<file path="src/rtl/sad_min_search_if.sv">
// SAD engine handshake bundle: the search controller drives the candidate
// select and the go pulse, the engine answers with a SAD value and a strobe.
interface sad_min_search_if #(
    parameter int CAND_W = 4
);
    logic              sad_go;
    logic [CAND_W-1:0] cand_idx;
    logic [31:0]       sad_in;
    logic              sad_valid;

    modport master (
        output sad_go,
        output cand_idx,
        input  sad_in,
        input  sad_valid
    );

    modport slave (
        input  sad_go,
        input  cand_idx,
        output sad_in,
        output sad_valid
    );
endinterface

</file>
<file path="src/rtl/sad_min_search.sv">
// Block-match minimum search controller.
// Walks candidates 0..num_cand-1: selects each on cand_idx, pulses sad_go,
// waits (bounded by TIMEOUT_CYC) for the engine's sad_valid, then keeps the
// smallest SAD and the index that produced it (ties keep the lower index).
// Optional feature macro: SAD_EARLY_EXIT_EN adds early_thresh/early_hit and
// ends the search as soon as a SAD at or below the threshold is seen.
module sad_min_search #(
    parameter int CAND_W      = 4,
    parameter int TIMEOUT_CYC = 1024
) (
    input  logic              clk,
    input  logic              Mrst,
    input  logic              start,
    input  logic [CAND_W-1:0] num_cand,
    sad_min_search_if.master  eng,
    output logic              busy,
    output logic              done,
    output logic              timeout_err,
    output logic [31:0]       best_sad,
    output logic [CAND_W-1:0] best_idx
`ifdef SAD_EARLY_EXIT_EN
    ,
    input  logic [31:0]       early_thresh,
    output logic              early_hit
`endif
);

    localparam int CNT_W = (TIMEOUT_CYC > 2) ? $clog2(TIMEOUT_CYC) : 1;
    localparam logic [CNT_W-1:0]  CNT_LAST = CNT_W'(TIMEOUT_CYC - 1);
    localparam logic [CAND_W-1:0] IDX_ONE  = CAND_W'(1);
    localparam logic [31:0]       SAD_INIT = 32'hFFFF_FFFF;

    typedef enum logic [2:0] {
        IDLE  = 3'd0,
        ISSUE = 3'd1,
        WAIT  = 3'd2,
        CMP   = 3'd3,
        DONE  = 3'd4
    } state_t;

    state_t state;
    state_t state_nxt;

    logic [CAND_W-1:0] num_lat;
    logic [CAND_W-1:0] cand;
    logic [CNT_W-1:0]  wait_cnt;
    logic [31:0]       cap_sad;

    logic accept;
    logic capture;
    logic cnt_clr;
    logic cnt_inc;
    logic set_timeout;
    logic update;
    logic advance;
    logic last_cand;

`ifdef SAD_EARLY_EXIT_EN
    logic [31:0] thresh_lat;
    logic        early_set;
`endif

    // Strictly smaller wins, so an all-ones SAD can never displace the initial
    // best and equal SADs leave the earlier index in place.
    function automatic logic sad_better(input logic [31:0] cand_sad,
                                        input logic [31:0] cur_best);
        return cand_sad < cur_best;
    endfunction

`ifdef SAD_EARLY_EXIT_EN
    // Inclusive threshold: a SAD equal to the threshold is good enough.
    function automatic logic sad_good_enough(input logic [31:0] cand_sad,
                                             input logic [31:0] thresh);
        return cand_sad <= thresh;
    endfunction
`endif

    assign last_cand    = (cand == (num_lat - IDX_ONE));
    assign eng.cand_idx = cand;

    // State register; asynchronous reset returns straight to IDLE.
    always_ff @(posedge clk or negedge Mrst) begin
        if (!Mrst) begin
            state <= IDLE;
        end else begin
            state <= state_nxt;
        end
    end

    // Next-state decode plus the single-cycle control strobes for each state.
    always_comb begin
        state_nxt   = state;
        eng.sad_go  = 1'b0;
        done        = 1'b0;
        busy        = (state != IDLE);
        accept      = 1'b0;
        capture     = 1'b0;
        cnt_clr     = 1'b0;
        cnt_inc     = 1'b0;
        set_timeout = 1'b0;
        update      = 1'b0;
        advance     = 1'b0;
`ifdef SAD_EARLY_EXIT_EN
        early_set   = 1'b0;
`endif
        case (state)
            IDLE: begin
                if (start) begin
                    accept    = 1'b1;
                    state_nxt = (num_cand == '0) ? DONE : ISSUE;
                end
            end
            ISSUE: begin
                eng.sad_go = 1'b1;
                cnt_clr    = 1'b1;
                state_nxt  = WAIT;
            end
            WAIT: begin
                // A strobe on the final counted cycle still beats the timeout.
                if (eng.sad_valid) begin
                    capture   = 1'b1;
                    state_nxt = CMP;
                end else if (wait_cnt == CNT_LAST) begin
                    set_timeout = 1'b1;
                    state_nxt   = DONE;
                end else begin
                    cnt_inc = 1'b1;
                end
            end
            CMP: begin
                update = sad_better(cap_sad, best_sad);
`ifdef SAD_EARLY_EXIT_EN
                if (sad_good_enough(cap_sad, thresh_lat)) begin
                    early_set = 1'b1;
                    state_nxt = DONE;
                end else
`endif
                if (last_cand) begin
                    state_nxt = DONE;
                end else begin
                    advance   = 1'b1;
                    state_nxt = ISSUE;
                end
            end
            DONE: begin
                done      = 1'b1;
                state_nxt = IDLE;
            end
            default: begin
                state_nxt = IDLE;
            end
        endcase
    end

    // Search bookkeeping and visible results; initialised on accepted start.
    always_ff @(posedge clk or negedge Mrst) begin
        if (!Mrst) begin
            num_lat     <= '0;
            cand        <= '0;
            wait_cnt    <= '0;
            best_sad    <= SAD_INIT;
            best_idx    <= '0;
            timeout_err <= 1'b0;
`ifdef SAD_EARLY_EXIT_EN
            early_hit   <= 1'b0;
`endif
        end else begin
            if (accept) begin
                num_lat     <= num_cand;
                cand        <= '0;
                best_sad    <= SAD_INIT;
                best_idx    <= '0;
                timeout_err <= 1'b0;
`ifdef SAD_EARLY_EXIT_EN
                early_hit   <= 1'b0;
`endif
            end
            if (cnt_clr) begin
                wait_cnt <= '0;
            end else if (cnt_inc) begin
                wait_cnt <= wait_cnt + CNT_W'(1);
            end
            if (set_timeout) begin
                timeout_err <= 1'b1;
            end
            if (update) begin
                best_sad <= cap_sad;
                best_idx <= cand;
            end
            if (advance) begin
                cand <= cand + IDX_ONE;
            end
`ifdef SAD_EARLY_EXIT_EN
            if (early_set) begin
                early_hit <= 1'b1;
            end
`endif
        end
    end

    // Pure data holding registers; only read in states that follow their load.
    always_ff @(posedge clk) begin
        if (capture) begin
            cap_sad <= eng.sad_in;
        end
`ifdef SAD_EARLY_EXIT_EN
        if (accept) begin
            thresh_lat <= early_thresh;
        end
`endif
    end

    a_go_single : assert property (@(posedge clk) disable iff (!Mrst)
        eng.sad_go |=> !eng.sad_go);

    a_done_single : assert property (@(posedge clk) disable iff (!Mrst)
        done |=> !done);

    a_cand_stable : assert property (@(posedge clk) disable iff (!Mrst)
        (state == ISSUE || state == WAIT) |=> $stable(cand));

    a_cand_range : assert property (@(posedge clk) disable iff (!Mrst)
        (state == ISSUE || state == WAIT || state == CMP) |-> (cand < num_lat));

endmodule
</file>
<file path="src/flat_wrapper.sv">
// flat-port wrapper written by rule: the top's interface ports become plain ports
module sad_min_search_flat 
#(
    parameter int CAND_W      = 4,
    parameter int TIMEOUT_CYC = 1024
)
  (clk, Mrst, start, num_cand, busy, done, timeout_err, best_sad, best_idx, eng_sad_go, eng_cand_idx, eng_sad_in, eng_sad_valid);
  sad_min_search_if #(.CAND_W(CAND_W)) eng_i ();
  input  logic clk;
  input  logic Mrst;
  input  logic start;
  input  logic [CAND_W-1:0] num_cand;
  output logic busy;
  output logic done;
  output logic timeout_err;
  output logic [31:0] best_sad;
  output logic [CAND_W-1:0] best_idx;
  output wire logic [$bits(eng_i.sad_go)-1:0] eng_sad_go;
  output wire logic [$bits(eng_i.cand_idx)-1:0] eng_cand_idx;
  input wire logic [$bits(eng_i.sad_in)-1:0] eng_sad_in;
  input wire logic [$bits(eng_i.sad_valid)-1:0] eng_sad_valid;
  assign eng_sad_go = eng_i.sad_go;
  assign eng_cand_idx = eng_i.cand_idx;
  assign eng_i.sad_in = eng_sad_in;
  assign eng_i.sad_valid = eng_sad_valid;
  sad_min_search #(.CAND_W(CAND_W), .TIMEOUT_CYC(TIMEOUT_CYC)) u_core (.clk(clk), .Mrst(Mrst), .start(start), .num_cand(num_cand), .eng(eng_i), .busy(busy), .done(done), .timeout_err(timeout_err), .best_sad(best_sad), .best_idx(best_idx));
endmodule
</file>
<file path="config.mk">
export PLATFORM = sky130hd
export DESIGN_NAME = sad_min_search_flat
export DESIGN_NICKNAME = d
export VERILOG_FILES = /design/src/rtl/sad_min_search_if.sv /design/src/rtl/sad_min_search.sv /design/src/flat_wrapper.sv
export SDC_FILE = /design/constraint.sdc
export NUM_CORES = 1
export LEC_CHECK = 0
export ABC_AREA = 1
export BUFFER_PORTS_ARGS = -buffer_cell sky130_fd_sc_hd__buf_2
export CAP_MARGIN = 20
export CORE_UTILIZATION = 35
export DETAILED_ROUTE_END_ITERATION = 6
export PLACE_DENSITY_LB_ADDON = 0.2
export RECOVER_POWER = 100
export SETUP_SLACK_MARGIN = 0.3
export SYNTH_ARGS = -nofsm -noshare
export SYNTH_HDL_FRONTEND = slang
export SYNTH_SLANG_ARGS = --single-unit
</file>
<file path="constraint.sdc">
create_clock -name clk -period 4.17 [get_ports clk]
set_input_delay 0.2085 -clock clk [delete_from_list [all_inputs] [get_ports clk]]
set_output_delay 0.2085 -clock clk [all_outputs]
set_load 0.02 [all_outputs]
</file>
==> metrics.md <==
| Metric | Value |
|---|---|
| Inserted Diodes | `0` |
| Area of the mapped netlist | `0.00478 mm2` |
| Sink Count | `90` |
| Tcrit/Tclk final | `79.6%` |
| First-pass GRT wire length | `17500 um` |
| Worst Skew | `0.0102 ns` |
| Die Area | `0.0141 mm2` |
| Worst path top cell family by delay | `simple AND/OR/NAND/NOR gates` |
| # IOs | `84` |
| Warnings from Yosys | `0` |
| DR iter-0 viols | `203` |
| Switch Pwr | `1.72 mW` |
| Drt total wl | `10700 um` |
| Switching Share | `41.2%` |
| Worst hold-check path type | `input pin to register` |
| Synth Instances | `536` |
| Max-Cap Viols | `3` |
| GPL Wtd Cong | `0.802` |
| Mux contribution to synthesized area | `0%` |
| Final hold vios | `0` |
| Buf/Inv on CP | `1` |
| Int Power | `2.45 mW` |
| Average instance area after synthesis | `8.91 um2` |
| Starting Density | `35.9%` |
| CTS tree | `done` |
| Via density | `4.77` |
| Vias | `3812` |
| Synth Area in XOR/XNOR | `2.02%` |
| Num rows | `42` |
| Post-CTS setup buffers | `0` |
| Setup Total Neg Slack | `0 ns` |
| Max-slew headroom | `-117%` |
| Buffer levels on the longest clock path | `2` |
| Post-CTS Hold Buffers | `0` |
| Fillers | `1333` |
| Worst-Margin Slew | `3.26 ns` |
| Clk slew on worst S/H paths | `0.06 ns` |
| Final Util | `42.0%` |
| Drt pass-1 iters | `5` |
| Post-cts resize count | `0` |
| Synth Area in Compound Gates | `4.50%` |
| Max FO, Critical Path | `32` |
| Failing checks | `max-capacitance violations, max-slew violations` |
| Power Total | `4.17 mW` |
| Post-route ant nets | `0` |
| Status | `complete, but fails checks` |
| Most used cell, CP | `nand2_1` |
| Power density cells | `746 mW/mm2` |
| Sequential element share of the synthesized area | `51.3%` |
| DR WL/cell | `13.5 um` |
| Placed wire-length estimate | `7290 um` |
| CP Launch Type | `register` |
| Synthesized Nets | `610` |
| CP arrival | `3.59 ns` |
| P_leak | `2.73 nW` |
| Vias in the first global route | `3597` |
| Root Buffer | `clkbuf_16` |
| Post-Synth Simple-Gate Area | `24.0%` |
| Layout cells sized above 1 | `15.4%` |
| Flop pwr share | `37.5%` |
| Worst-path cell chain | `inv_1, ha_1, nand2_1, nor2_1, nand4_1, a21oi_1, nor2_4, nand2_1, nand2_1, nand2_1, nand2_1` |
| Unique cell type count in the Yosys netlist | `34` |
| CP Capture Type | `register` |
| Met1 Track Usage GR | `19.8%` |
| Die width | `119 um` |
| Fmax | `0.301 GHz` |
| Grt ovf | `0` |
| Most Crowded Layer GR | `met2` |
| Area Growth Syn to Fin | `17.0%` |
| Largest family of logic cells by synthesized area | `simple AND/OR/NAND/NOR gates` |
| Setup Viol. Count Final | `0` |
| Routing usage on met2 | `26.2%` |
| Combinational share of power | `41.7%` |
| Met3 Use GR | `5.32%` |
| # DRC | `0` |
| CP max stage cell | `nand2_1` |
| Most common cell after layout, fill and taps aside | `nand2_1` |
| Antenna violations before repair | `1` |
| Crit path kind | `register to register` |
| IO Port Bufs | `83` |
| Clock latency on the worst-skew pair | `0.34 ns` |
| Required @ worst endpoint | `4.44 ns` |
| DIE HEIGHT | `119 um` |
| H-tree depth | `3` |
| Register bit total from synthesis | `90` |
| Commonest cells after routing, fill and taps aside | `nand2_1, inv_1, nand3_1` |
| CP max stage delay | `0.90 ns` |
| Largest net degree at the start of global routing | `59` |
| Nets | `692` |
| Total track usage | `15.9%` |
| Pins Over Slew Limit | `139` |
| Core Footprint | `0.0133 mm2` |
| Adder-cell share of the synthesized area | `8.91%` |
| IR drop worst, VDD | `0.000322 V` |
| Clock share of power | `20.8%` |
| RSZ-0062 raised after global routing | `no` |
| Minimum clock period after layout | `3.32 ns` |
| Total CTS buffers | `9` |
[area by class of cell]
cell class / instances / area [um2] / area share, %
inverter: 90 / 338 / 6.05
tap: 176 / 220 / 3.94
clock inverter: 5 / 77.6 / 1.39
multi-input combinational: 339 / 1870 / 33.4
clock buffer: 11 / 243 / 4.34
sequential: 90 / 2450 / 43.9
timing repair buffer: 88 / 390 / 6.99
[power by group through the flow]
stage / clock [mW] / combinational (mW) / sequential (mW)
final: 0.867 / 1.74 / 1.56
after global routing: 0.926 / 1.99 / 1.61
after CTS: 0.892 / 1.82 / 1.56
after floorplan: 0 / 1.10 / 1.76
after detailed placement: 0 / 1.81 / 1.57
after global placement: 0 / 1.78 / 1.56
[state kept, by name (all words and copies together) (netlist names)]
name,flops
u_core.best_sad,32
u_core.cap_sad,32
u_core.wait_cnt,10
u_core.best_idx,4
u_core.eng.cand_idx,4
u_core.num_lat,4
u_core.state,3
u_core.timeout_err,1
[worst reg2reg max path, delay by kind of cell, from the launching register on]
family | cells | cell delay, ns
simple gates | 8 | 2.15
flops | 1 | 0.54
fa+ha+maj | 1 | 0.28
compound gates | 1 | 0.24
buf+inv | 1 | 0.04
[synth_stat cells]
library cell	instances	area, um2
a21oi_1	20	100
buf_2	5	25.0
buf_4	1	7.51
buf_6	4	45.0
clkbuf_1	7	26.3
clkinv_1	1	3.75
dfrtp_1	26	651
dfstp_2	32	841
edfxtp_1	32	961
ha_1	34	425
inv_1	84	315
inv_2	5	18.8
nand2_1	126	473
nand2_2	3	18.8
nand2b_1	1	6.26
nand3_1	85	425
nand3b_1	1	7.51
nand4_1	5	31.3
nand4_2	1	12.5
nor2_1	16	60.1
nor2_4	1	11.3
nor3_1	7	35.0
nor3_2	1	10.0
nor3_4	1	16.3
nor3b_1	1	7.51
nor4_1	1	6.26
nor4_2	1	12.5
o21a_1	1	7.51
o21ai_0	17	85.1
o31ai_1	3	22.5
or2_1	1	6.26
or2_2	1	6.26
xnor2_1	3	26.3
xor2_1	8	70.1
[path summary, 6_finish.rpt]
check,from,endpoint,slack (ns),cells past startpoint
max in group asynchronous,Mrst,u_core.best_idx[3],1.29,2
max,u_core.best_sad[31],u_core.best_sad[1],0.85,11
min,eng_sad_in[2],u_core.cap_sad[2],0.03,1
min reg2reg,u_core.timeout_err,u_core.timeout_err,0.49,2
min in group asynchronous,Mrst,u_core.wait_cnt[3],1.06,2
max reg2reg,u_core.best_sad[31],u_core.best_sad[1],0.85,11
[logic make-up (layout without fill, tap and decap cells)]
kind of cell	after synthesis	after routing
AND/OR/NAND/NOR	253	253
buffers and inverters	107	194
AO/OA/AOI/OAI	41	41
flip-flops	90	90
adder cells (fa/ha/maj)	34	34
XOR/XNOR	11	11
[stage by stage]
step	worst slack, ns	cell area, um2	hold WS [ns]	instances
final	0.852	5590	0.0350	799
after global routing	0.481	5590	0.0183	799
after CTS	1.22	5680	0.0210	799
after detailed placement	1.24	5360	0.387	783
after global placement	1.32	5360	0.386	783
after floorplan	1.66	4780	-0.0871	536
[routing by layer]
metal,share of wire (%),vias up
met5,0,-
met4,0.96,0
met3,5.9,9
met2,48,79
met1,46,1823
li1,-,1901
No activity file was read; power rests on OpenSTA's default activity.
